$ cat src/rtl/ife_window_filter.sv
// 3x3 neighbourhood filter (mean/max/min/centre) over a raster image with zero padding.
// A sliding column window fetches three new pixels per output pixel.
module ife_window_filter #(
  parameter int unsigned IMG_W = 128,
  parameter int unsigned IMG_H = 128,
  parameter int unsigned DW    = 8,
  localparam int unsigned AW   = $clog2(IMG_W * IMG_H)
) (
  input  logic          clk,
  input  logic          reset,
  input  logic          ready,
  input  logic [1:0]    sel,
  output logic          busy,
  output logic [AW-1:0] iaddr,
  input  logic [DW-1:0] idata,
  output logic [AW-1:0] addr,
  output logic [DW-1:0] data_wr,
  output logic          wen
);

  localparam int unsigned XW = $clog2(IMG_W);
  localparam int unsigned YW = $clog2(IMG_H);
  localparam int unsigned SW = DW + 4;
  localparam logic [XW-1:0] XLast = XW'(IMG_W - 1);
  localparam logic [YW-1:0] YLast = YW'(IMG_H - 1);

  typedef enum logic [2:0] {StIdle, StPrefill, StFetch, StCalc, StWrite} state_e;

  state_e             state_q, state_d;
  logic [1:0]         ph_q, ph_d;
  logic [XW-1:0]      x_q, x_d;
  logic [YW-1:0]      y_q, y_d;
  logic [1:0]         mode_q, mode_d;
  logic [2:0][DW-1:0] col_l_q, col_c_q, col_r_q;
  logic               rd_vld_q, rd_inr_q;
  logic [1:0]         rd_tap_q;
  logic [AW-1:0]      addr_q;
  logic [DW-1:0]      data_q;

  logic               issue, row_ok, col_ok, shift;
  logic [YW-1:0]      row;
  logic [XW-1:0]      col;
  logic [DW-1:0]      tap;
  logic [2:0][DW-1:0] r_full;
  logic [8:0][DW-1:0] taps;
  logic [SW-1:0]      sum;
  logic [DW-1:0]      mx, mn, result;

  // FSM next state
  always_comb begin
    state_d = state_q;
    ph_d    = ph_q;
    x_d     = x_q;
    y_d     = y_q;
    mode_d  = mode_q;
    case (state_q)
      StIdle: begin
        if (ready) begin
          mode_d  = sel;
          x_d     = '0;
          y_d     = '0;
          ph_d    = '0;
          state_d = StPrefill;
        end
      end
      StPrefill: begin
        ph_d = ph_q + 2'd1;
        if (ph_q == 2'd3) begin
          ph_d    = '0;
          state_d = StFetch;
        end
      end
      StFetch: begin
        ph_d = ph_q + 2'd1;
        if (ph_q == 2'd2) begin
          ph_d    = '0;
          state_d = StCalc;
        end
      end
      StCalc: state_d = StWrite;
      StWrite: begin
        if (x_q == XLast) begin
          x_d = '0;
          if (y_q == YLast) begin
            state_d = StIdle;
          end else begin
            y_d     = y_q + YW'(1);
            state_d = StPrefill;
          end
        end else begin
          x_d     = x_q + XW'(1);
          state_d = StFetch;
        end
      end
      default: state_d = StIdle;
    endcase
  end

  // Read address: out-of-range rows/columns are clamped and flagged for masking
  always_comb begin
    issue  = (state_q == StPrefill && ph_q != 2'd3) || state_q == StFetch;
    row    = y_q;
    row_ok = 1'b1;
    case (ph_q)
      2'd0: begin
        if (y_q == '0) row_ok = 1'b0;
        else           row    = y_q - YW'(1);
      end
      2'd2: begin
        if (y_q == YLast) row_ok = 1'b0;
        else              row    = y_q + YW'(1);
      end
      default: ;
    endcase
    col    = '0;
    col_ok = 1'b1;
    if (state_q == StFetch) begin
      if (x_q == XLast) begin
        col    = XLast;
        col_ok = 1'b0;
      end else begin
        col = x_q + XW'(1);
      end
    end
    iaddr = issue ? AW'(row) * AW'(IMG_W) + AW'(col) : '0;
  end

  // Window with the in-flight tap merged in, and the selected reduction
  always_comb begin
    tap    = (rd_vld_q && rd_inr_q) ? idata : '0;
    r_full = col_r_q;
    if (rd_vld_q) r_full[rd_tap_q] = tap;
    taps   = {r_full, col_c_q, col_l_q};
    sum    = '0;
    mx     = '0;
    mn     = '1;
    for (int i = 0; i < 9; i++) begin
      sum = sum + SW'(taps[i]);
      if (taps[i] > mx) mx = taps[i];
      if (taps[i] < mn) mn = taps[i];
    end
    case (mode_q)
      2'd0:    result = DW'(sum / SW'(9));
      2'd1:    result = mx;
      2'd2:    result = mn;
      default: result = taps[4];
    endcase
  end

  assign shift = (state_q == StPrefill && ph_q == 2'd3) || state_q == StCalc;

  always_ff @(posedge clk or negedge reset) begin
    if (!reset) begin
      state_q  <= StIdle;
      ph_q     <= '0;
      x_q      <= '0;
      y_q      <= '0;
      mode_q   <= '0;
      col_l_q  <= '0;
      col_c_q  <= '0;
      col_r_q  <= '0;
      rd_vld_q <= 1'b0;
      rd_inr_q <= 1'b0;
      rd_tap_q <= '0;
      addr_q   <= '0;
      data_q   <= '0;
    end else begin
      state_q  <= state_d;
      ph_q     <= ph_d;
      x_q      <= x_d;
      y_q      <= y_d;
      mode_q   <= mode_d;
      rd_vld_q <= issue;
      rd_inr_q <= row_ok && col_ok;
      rd_tap_q <= ph_q;
      col_r_q  <= r_full;
      // Row start: left pad columns are zero
      if (state_q != StPrefill && state_d == StPrefill) begin
        col_l_q <= '0;
        col_c_q <= '0;
      end else if (shift) begin
        col_l_q <= col_c_q;
        col_c_q <= r_full;
      end
      if (state_q == StCalc) begin
        addr_q <= AW'(y_q) * AW'(IMG_W) + AW'(x_q);
        data_q <= result;
      end
    end
  end

  assign busy    = (state_q != StIdle);
  assign wen     = (state_q == StWrite);
  assign addr    = addr_q;
  assign data_wr = data_q;

endmodule

$ cat config.mk
export PLATFORM = sky130hd
export DESIGN_NAME = ife_window_filter
export DESIGN_NICKNAME = d
export VERILOG_FILES = /design/src/rtl/ife_window_filter.sv
export SDC_FILE = /design/constraint.sdc
export NUM_CORES = 1
export LEC_CHECK = 0
export ABC_AREA = 0
export BUFFER_PORTS_ARGS = -buffer_cell sky130_fd_sc_hd__buf_2
export CAP_MARGIN = 20
export CORE_ASPECT_RATIO = 0.8
export CORE_MARGIN = 2
export CORE_UTILIZATION = 40
export DETAILED_ROUTE_END_ITERATION = 12
export HOLD_SLACK_MARGIN = 0.05
export PLACE_DENSITY_LB_ADDON = 0.2
export RECOVER_POWER = 100
export SYNTH_ARGS = -nofsm -noshare
export SYNTH_HDL_FRONTEND = slang
export SYNTH_SLANG_ARGS = --single-unit
$ cat constraint.sdc
create_clock -name clk -period 14.4 [get_ports clk]
set_clock_uncertainty 0.05 [all_clocks]
set_input_delay 3.6 -clock clk [delete_from_list [all_inputs] [get_ports clk]]
set_output_delay 3.6 -clock clk [all_outputs]
set_load 0.005 [all_outputs]
Word level (Yosys, flattened, before mapping). Index checks and enable logic that the tools add are counted.

Mux-type cells: 54. Equality and inequality tests: 15. Magnitude comparators: 20. Divide/modulo/power cells: 1. Reduce and logical (&&, ||, !) cells: 20. Add/subtract/negate cells: 14.

Operators by type and width (count): $mux 8 (20); $mux 24 (5); $gt 8x8->1 (8); $lt 8x8->1 (8); $mux 7 (7); $add 12x8->12 (4); $pmux 7 s2 (3); $add 14x7->14 (2); $bwmux 24 (1); $pmux 8 s3 (1); $demux 8 s2 (1); $pmux 3 s5 (1); $add 7x1->7 const B (2); $eq 7x7->1 const B (2); $mux 14 (1); $add 11x8->12 (1); $div 12x4->12 const B (1); $mux 3 (4); $add 10x8->11 (1); $add 9x8->10 (1); $add 8x8->9 (1); $gt 8x1->1 const B (1); $lt 8x8->1 const B (1); $logic_not 7->1 (1); other kinds (24) (46).

Flip-flop bits (word level): 119. Output and inout port bits: 38. Bits of input ports: 13.

Depth between registers and ports, before layout. Gate-level depths: netlist (run 1).

Depth in word-level cells: 19. Depth in mapped cells: 80. Gate-level depth less buffers: 77.

Worst setup path before layout (run 1). Ideal clock, no wire load.

Path kind: register to register. Start: register col_l_q[1] (netlist name). End: register data_q[7], in the netlist data_wr[7]. Setup slack: 446 ps. Arrival time: 13775 ps. Cell stages (with the launch flop): 76. Library setup time: 129 ps. Period minus slack after synthesis: 13954 ps. Cells stage by stage: dfrtp_1 inv_1 ha_1 a21o_1 a21o_1 a21oi_1 o21ai_0 a21oi_1 mux2i_1 ha_1 o21ai_0 a21oi_1 o21a_1 nor2_1 a21oi_1 mux2i_1 inv_1 ha_1 (+40 left out) nand2_1 nor3_1 o21ai_0 and2_1 clkbuf_1 a21oi_1 inv_1 ha_1 a21o_1 a21o_1 a21oi_1 o21a_1 inv_1 nor4_1 a21oi_1 mux2i_1 a221oi_1 a21oi_1.

Longest elaborated chain between the ends: 19. Elaborated cells on any way between the ends: 46.

RTL lines: from (decl) (RTL line 34) `logic [2:0][DW-1:0] col_l_q, col_c_q, col_r_q;`; from (signal assigned) (RTL line 182) `col_l_q <= col_c_q;`; branches (longest 18 deep; another with $add 11x8->12); $pmux 8 s3 * (RTL line 142) `case (mode_q)`; to (signal assigned) (RTL line 187) `data_q <= result;`; to (decl) (RTL line 38) `logic [DW-1:0] data_q;`.

Mark *: on every way between the ends. A chain may end at the register's enable or synchronous reset.

Worst setup path after layout (run 1).
Start: register col_l_q[9] (netlist name). End: register data_q[5], in the netlist data_wr[5].

Longest elaborated chain between the ends: 17. Elaborated cells on any way between the ends: 42.

RTL lines (RTL line): branches (longest 16 deep; another with $add 11x8->12); $pmux 8 s3 * (142).

Marked as above.

==> results of run 1 <==
==> placed cells by master (no fill, tap or decap), drive strengths merged, types with 13 or more instances in the layout <==
master    n
inv     168
nand2   148
ha      141
dfrtp   119
a21oi   105
o21ai   104
nor2     97
buf      64
clkbuf   59
fa       52
a32o     48
mux2i    44
a21o     42
mux2     39
nand3    31
o21a     31
nand4    19
nor3     19
nor2b    16
nand2b   16
a211oi   16
xnor2    15
or3      15
a31oi    13
o211ai   13
==> routing by layer <==
metal	part of all wire	wire length, µm	track usage
met4	0.017	708	0.0576
met2	0.43	17700	0.368
met5	0	0	0
met1	0.48	19900	0.369
met3	0.070	2900	0.0402
==> synthesized netlist by cell type (all sizes together), types with 13 or more instances <==
| cell | n |
|---|---|
| a32o | 48 |
| a31oi | 13 |
| mux2i | 44 |
| a21o | 42 |
| o21ai | 104 |
| nand2b | 16 |
| fa | 52 |
| nor2b | 16 |
| inv | 159 |
| nand2 | 148 |
| nand3 | 31 |
| nand4 | 19 |
| clkbuf | 52 |
| a21oi | 105 |
| ha | 141 |
| a211oi | 16 |
| xnor2 | 15 |
| or3 | 15 |
| o211ai | 13 |
| dfrtp | 119 |
| nor2 | 97 |
| mux2 | 39 |
| nor3 | 19 |
| o21a | 31 |
==> cell families (layout without fill, tap and decap cells) <==
family | after synthesis | in the layout
AO/OA/AOI/OAI | 461 | 461
XOR/XNOR | 24 | 24
adder cells (fa/ha/maj) | 193 | 193
buffers and inverters | 222 | 298
flip-flops | 119 | 119
multiplexers | 83 | 83
AND/OR/NAND/NOR | 416 | 416
==> worst max-delay path: cells and delay by family (launching register included) <==
kind,cells,cell delay [ps]
flops,1,450
compound gates,33,5420
mux,4,1350
simple gates,23,3040
buf+inv,7,800
fa+ha+maj,8,2290
==> path summary, 6_finish.rpt <==
check                           depth (start not counted)  startpoint         end
worst max-delay path                                   75  col_l_q[9]  data_wr[5]
worst min-delay path                                    2    addr[10]    addr[10]
worst max register to register                         75  col_l_q[9]  data_wr[5]
worst min register to register                          2    addr[10]    addr[10]
max in group asynchronous                               2       reset  col_l_q[1]
min in group asynchronous                               1       reset      y_q[5]
==> per-stage QoR <==
stage / TNS (ps) / hold slack (ps) / utilization / cells / setup slack [ps]
after detailed placement: -287 / 411 / 0.431 / 1980 / -110
after global routing: -463 / 457 / 0.456 / 2021 / -112
final: 0 / 427 / 0.456 / 2021 / 818
after global placement: 0 / 404 / 0.431 / 1980 / 411
after floorplan: 0 / 383 / - / 1518 / 446
after CTS: 0 / 430 / 0.450 / 2012 / 30.6
==> final cells by class <==
| cell class | instances | share of cell area |
|---|---|---|
| sequential | 119 | 0.203 |
| clock buffer | 17 | 0.0289 |
| clock inverter | 15 | 0.0107 |
| timing repair buffer | 106 | 0.0414 |
| tap | 427 | 0.0363 |
| multi-input combinational | 1177 | 0.639 |
| inverter | 160 | 0.0408 |
==> repair_timing <==
action	CTS	global route
pin swaps	0	5
resized for setup	1	52
buffers inserted	0	9
setup endpoints to repair	6	8
==> flip-flops by register name, summed over array words and instances (netlist names) <==
signal	flops
col_c_q	24
col_l_q	24
col_r_q	24
addr	14
data_wr	8
x_q	7
y_q	7
state_q	3
mode_q	2
ph_q	2
rd_tap_q	2
rd_inr_q	1
rd_vld_q	1
==> reports/summary.txt, run 1 <==
Yosys synthesis warning count -> 0
Initial antenna violation count -> 0
Multiplexer area fraction after synthesis -> 0.0676
Max Buffers Root-to-Sink -> 2
Register area -> 2980 µm²
Total Nets Final -> 1787
I/O Pins -> 51
Number of synthesized flops with an enable pin -> 0
Top_reg_cell synth -> dfrtp_1
Via Count -> 11.8k
Final GP Congestion -> 0.942
XOR/XNOR share of the synthesized area -> 0.0167
Top cell type's share of synthesized area -> 0.229
Post-Syn Nets -> 1724
Share of layout cells above drive strength 1 -> 0.135
Largest family of logic cells by synthesized area -> compound AO/OA/AOI/OAI gates
CP dominant cell by count -> a21o_1
Largest cells by area after synthesis -> dfrtp_1 (23%), ha_1 (14%), fa_1 (8.0%), inv_1 (4.6%), nand2_1 (4.3%)
Syn avg cell area -> 8.57 µm²
Final Cell Area -> 14700 µm²
Worst Setup Start Kind -> flop
Register area share after synthesis -> 0.229
H-tree depth -> 4
CTS Buf Count -> 17
Final Max Slew Viols -> 171
Slowest library cell on the worst path -> dfrtp_2
Multi-input gate area -> 9400 µm²
Largest net degree at the start of global routing -> 68
Final setup fails -> 0
DP Area -> 13900 µm²
Buffers on Ports -> 50
Vias per cell -> 5.85
Failing checks -> max-capacitance violations, max-slew violations
CP Capture Type -> flop
DRC Markers -> 0
CP max FO -> 9
Overflow after GRT -> 0
FF-to-FF setup slack -> 820 ps
Worst EP arrival -> 13820 ps
FP Rows -> 59
Final Hold Viols -> 0
CORE AREA -> 32300 µm²
First-pass GRT wire length -> 64500 µm
DR iter-0 viols -> 1156
First-pass detailed-route iteration total -> 8
FFs w/ async S/R, synth -> 1.00
Yosys reg bits -> 119
CTS tree -> built
ANT nets after route -> 0
Vias in the first global route -> 11.2k
Simple logic cell fraction of the synthesized area -> 0.155
Reg clk slew, reported paths -> 70 ps
Compound-Gate Fraction of Synth Area -> 0.251
Die area -> 34000 µm²
WL per Instance -> 20.4 µm
Post-synth top area cell -> dfrtp_1
Fin crit share -> 0.943
Area grow syn2layout -> 13.1%
Worst-margin pin slew -> 3790 ps
Hold Buf Count CTS -> 0
Mapped Cells -> 1518
Rel. slew slack -> -1.52
Post-synthesis adder-cell area fraction -> 0.216
Max Clk Rate -> 73.6 MHz
Syn Std Cell Area -> 13000 µm²
Chip Width -> 206 µm
Clock Sinks -> 119
Total Wirelength -> 41200 µm
Max stage delay on crit path -> 450 ps
Height of the die -> 165 µm
WS Path Type -> reg -> reg
Max_cap viols -> 3
ANT cells -> 0
Status -> complete, but fails checks
Fillcell total -> 3177
Distinct cells, synth -> 91
HP Class -> reg -> reg
Worst EP required -> 14640 ps
Minimum clock period -> 13580 ps
Starting Density -> 0.403
Post-DP HPWL -> 31400 µm
Clk root buf -> clkbuf_16
Clk Latency, worst-skew pair -> 430 ps
GRT Overall Usage -> 0.246
Power of run 1 is left out: the tool's default activity adds up to more than one toggle a clock period on the data nets, which glitch-free logic cannot reach.
==> inputs of run 2 (changes only) <==
--- a/config.mk
+++ b/config.mk
@@ -8,6 +8,8 @@
 export ABC_AREA = 0
 export BUFFER_PORTS_ARGS = -buffer_cell sky130_fd_sc_hd__buf_2
 export CAP_MARGIN = 20
+export CELL_PAD_IN_SITES_DETAIL_PLACEMENT = 1
+export CELL_PAD_IN_SITES_GLOBAL_PLACEMENT = 1
 export CORE_ASPECT_RATIO = 0.8
 export CORE_MARGIN = 2
 export CORE_UTILIZATION = 40
==> run 2 against run 1 <==
Worst setup slack got worse by 150 ps. Critical path depth decreased by 2. Utilization up 0.34 points. The run still ends with max-capacitance violations, max-slew violations left. Critical path type unchanged.
==> reports/summary.txt, run 2 (synthesis results as in run 1) <==
GRT Overall Usage -> 0.274
FF-to-FF setup slack -> 670 ps
Clk Latency, worst-skew pair -> 430 ps
Clk root buf -> clkbuf_16
WS Path Type -> reg -> reg
R2r startpoint -> col_l_q[1]
First-pass detailed-route iteration total -> 5
Die area -> 34000 µm²
Worst Reg-to-Reg Cells -> 73
Worst Hold Launch -> addr[13]
Final setup fails -> 0
Slowest library cell on the worst path -> dfrtp_2
FP Rows -> 59
Reg clk slew, reported paths -> 60 ps
WL per Instance -> 22.3 µm
Worst EP arrival -> 14030 ps
Largest net degree at the start of global routing -> 65
I/O Pins -> 51
Placed insts -> 1982
CTS Buf Count -> 17
Final Max Slew Viols -> 225
Initial antenna violation count -> 1
Hold Crit Depth -> 2
Buffers on Ports -> 50
CP Capture Type -> flop
WHS -> 424 ps
Regs by FF count -> col_c_q: 24 flops, col_l_q: 24 flops, col_r_q: 24 flops
Status -> complete, but fails checks
Share of layout cells above drive strength 1 -> 0.137
Vias per cell -> 5.93
CP dominant cell by count -> ha_1
Starting Density -> 0.403
Worst Setup Start Kind -> flop
Minimum clock period -> 13730 ps
CP max FO -> 9
Overflow after GRT -> 0
H-tree depth -> 4
Area grow syn2layout -> 13.9%
Vias in the first global route -> 12.2k
ANT cells -> 0
Height of the die -> 165 µm
Rel. slew slack -> -1.45
DR iter-0 viols -> 943
Chip Width -> 206 µm
Most common cell after layout, fill and taps aside -> inv_1
Worst EP required -> 14700 ps
Final GP Congestion -> 0.963
Total Nets Final -> 1792
DRC Markers -> 0
Commonest cells after routing, fill and taps aside -> inv_1 (159), nand2_1 (148), ha_1 (141)
HP Class -> reg -> reg
ANT nets after route -> 0
Hold endpoint -> addr[13]
Max Clk Rate -> 72.8 MHz
Final Instance Count excl. Fillers -> 2025
Max stage delay on crit path -> 410 ps
Clock Sinks -> 119
CORE AREA -> 32300 µm²
Post-DP HPWL -> 35200 µm
Via Count -> 12.0k
CTS tree -> built
Max_cap viols -> 4
Worst-margin pin slew -> 3670 ps
Fin crit share -> 0.954
Total Wirelength -> 45200 µm
First-pass GRT wire length -> 71400 µm
Final Hold Viols -> 0
R2r endpoint -> data_wr[6]
Max Buffers Root-to-Sink -> 2
Failing checks -> max-capacitance violations, max-slew violations
-- run 2: critical path, delay by kind of cell, from the launching register on --
family | cells | cell delay (ps)
AOI/OAI and AO/OA | 27 | 4590
adders and majority gates | 8 | 2270
buffers and inverters | 9 | 1040
DFF | 1 | 410
muxes | 7 | 2090
and+or+nand+nor | 22 | 3130
-- run 2: cell type report --
cell class	instances	area (µm²)
repair buffers	111	648
flip-flops and latches	119	2980
clock buffers	18	439
inverters	160	601
fillers	3795	17400
well taps	427	534
multi-input cells	1177	9440
clock inverters	13	173
-- run 2: layer usage --
metal / vias up / GRT usage / share of wire
li1: 5624 / - / -
met1: 6049 / 0.393 / 0.49
met2: 278 / 0.425 / 0.44
met3: 66 / 0.0485 / 0.051
met4: 0 / 0.0723 / 0.021
met5: - / 0 / 0
-- run 2: how the worst max path moves through the flow --
stage	from	end	slack, ps
floorplan	col_l_q[1]	data_wr[7]	450
global placement	col_l_q[1]	data_wr[3]	320
detailed placement	col_l_q[1]	data_wr[7]	-410
CTS	col_l_q[1]	data_wr[7]	1
global route	col_l_q[1]	data_wr[3]	-240
finish	col_l_q[1]	data_wr[6]	670
-- run 2: repair_timing --
item                                   CTS  global route
pin swaps                                0             9
buffers inserted                         0            10
setup endpoints to repair                8             8
hold buffers                             0             0
endpoints found under the hold margin    0             0
resized for setup                        6            60
cloned                                   0             1
-- run 2: metrics by stage --
step                      cell area (µm²)  TNS [ps]   util  worst slack [ps]
after global placement              13900         0  0.432               323
after detailed placement            13900     -2400  0.432              -410
after CTS                           14600         0  0.452             0.993
after floorplan                     13000         0      -               446
final                               14800         0  0.459               669
after global routing                14800     -1510  0.459              -237
Power of run 2 is left out for the same reason.
==> inputs of run 3 (changes only) <==
==> constraint.sdc (replaced) <==
create_clock -name clk -period 14.4 [get_ports clk]
set_clock_uncertainty 0.05 [all_clocks]
set_input_delay 0.72 -clock clk [delete_from_list [all_inputs] [get_ports clk]]
set_output_delay 0.72 -clock clk [all_outputs]
set_load 0.005 [all_outputs]
==> run 3 against run 2 <==
The flow still finishes with violations (max-capacitance violations, max-slew violations). Sequential share of layout area up 0.099 points. Register-to-register slack better by 40 ps. Global-route usage about the same. Die area unchanged. Critical path type unchanged. Largest cell class unchanged. Highest routed layer unchanged.
==> reports/summary.txt, run 3 (synthesis results as in run 1) <==
Via Count -> 12.0k
Share of layout cells above drive strength 1 -> 0.136
Clk Latency, worst-skew pair -> 430 ps
Minimum clock period -> 13700 ps
Slowest library cell on the worst path -> mux2_2
Clock Sinks -> 119
Worst Reg-to-Reg Cells -> 73
DRC Markers -> 0
ANT cells -> 0
Reg clk slew, reported paths -> 60 ps
R2r startpoint -> col_l_q[1]
Die area -> 34000 µm²
CP Launch Point -> col_l_q[1]
Height of the die -> 165 µm
Top layer in use -> met4
Status -> complete, but fails checks
DRT met1 WL -> 22200 µm
ANT nets after route -> 0
CP max FO -> 9
Buffers on Ports -> 50
Sum Neg Setup Slack -> 0 ps
Overflow after GRT -> 0
First-pass detailed-route iteration total -> 5
Total Wirelength -> 45500 µm
Max Clk Rate -> 73.0 MHz
Starting Density -> 0.403
CP Capture Type -> flop
Chip Width -> 206 µm
First-pass GRT wire length -> 71400 µm
WL per Instance -> 22.5 µm
Worst-margin pin slew -> 3650 ps
FP Rows -> 59
Fin crit share -> 0.951
Final Max Slew Viols -> 225
Clk root buf -> clkbuf_16
Failing checks -> max-capacitance violations, max-slew violations
Max Buffers Root-to-Sink -> 2
GRT Overall Usage -> 0.273
Area grow syn2layout -> 13.4%
H-tree depth -> 4
Max_cap viols -> 4
Post-DP HPWL -> 34700 µm
Fillcell total -> 3796
Rel. slew slack -> -1.44
CP endpoint -> data_wr[3]
Most common cell after layout, fill and taps aside -> inv_1
Final GP Congestion -> 0.936
Largest net degree at the start of global routing -> 66
WS Path Type -> reg -> reg
Final Hold Viols -> 0
DR iter-0 viols -> 843
FF-to-FF setup slack -> 700 ps
Vias per cell -> 5.94
HP Class -> reg -> reg
WHS -> 428 ps
I/O Pins -> 51
Final setup fails -> 0
CTS Buf Count -> 17
CP dominant cell by count -> ha_1
R2r endpoint -> data_wr[3]
Worst EP required -> 14640 ps
WL met2 -> 20700 µm
CTS tree -> built
Max stage delay on crit path -> 420 ps
Worst EP arrival -> 13940 ps
Worst Setup Start Kind -> flop
Regs by FF count -> col_c_q: 24 flops, col_l_q: 24 flops, col_r_q: 24 flops
CORE AREA -> 32300 µm²
Total Nets Final -> 1790
Initial antenna violation count -> 1
Met3 wire length -> 1930 µm
Commonest cells after routing, fill and taps aside -> inv_1 (159), nand2_1 (148), ha_1 (141)
Vias in the first global route -> 12.3k
Hold Buf Count CTS -> 0
-- run 3: critical path: cells and delay by family, from the launching register on --
family                   cells  cell delay, ps
AO/OA/AOI/OAI               29            5140
adder cells (fa/ha/maj)      8            2280
buffers and inverters        9            1040
flip-flops                   1             400
multiplexers                 6            1820
AND/OR/NAND/NOR             21            2800
-- run 3: final cells by class --
type	count	area, µm²	area share
multi-input cells	1177	9420	0.639
flip-flops and latches	119	2980	0.202
repair buffers	109	631	0.0428
inverters	160	601	0.0407
well taps	427	534	0.0362
clock buffers	20	467	0.0317
clock inverters	12	118	0.00798
-- run 3: worst min-delay path by stage --
stage,from,endpoint,slack (ps),cells past startpoint
after global placement,addr[13],addr[13],400,2
after CTS,reset,addr[12],380,1
after detailed placement,addr[3],addr[3],410,2
after global routing,addr[1],addr[1],460,2
final,addr[13],addr[13],430,2
after floorplan,reset,addr[0],370,0
-- run 3: metal layers --
layer / vias to the layer above / global-route usage
met5: - / 0
met4: 0 / 0.0647
met3: 49 / 0.0391
met2: 259 / 0.434
met1: 6083 / 0.392
li1: 5639 / -
-- run 3: per-stage QoR --
stage          utilization  cells  area, µm²  setup slack [ps]
6_report             0.457   2024      14700               704
5_1_grt              0.457   2024      14700              -183
4_1_cts              0.450   2010      14500              55.4
3_5_place_dp         0.431   1978      13900              -399
3_3_place_gp         0.431   1978      13900               340
2_1_floorplan            -   1518      13000               446
-- run 3: what timing repair did --
action / 4_1_cts / 5_1_grt
gates resized for setup: 8 / 53
gates cloned: 0 / 1
setup endpoints to repair: 8 / 8
buffers inserted: 0 / 13
pin swaps: 0 / 9
Power of run 3 is left out for the same reason.
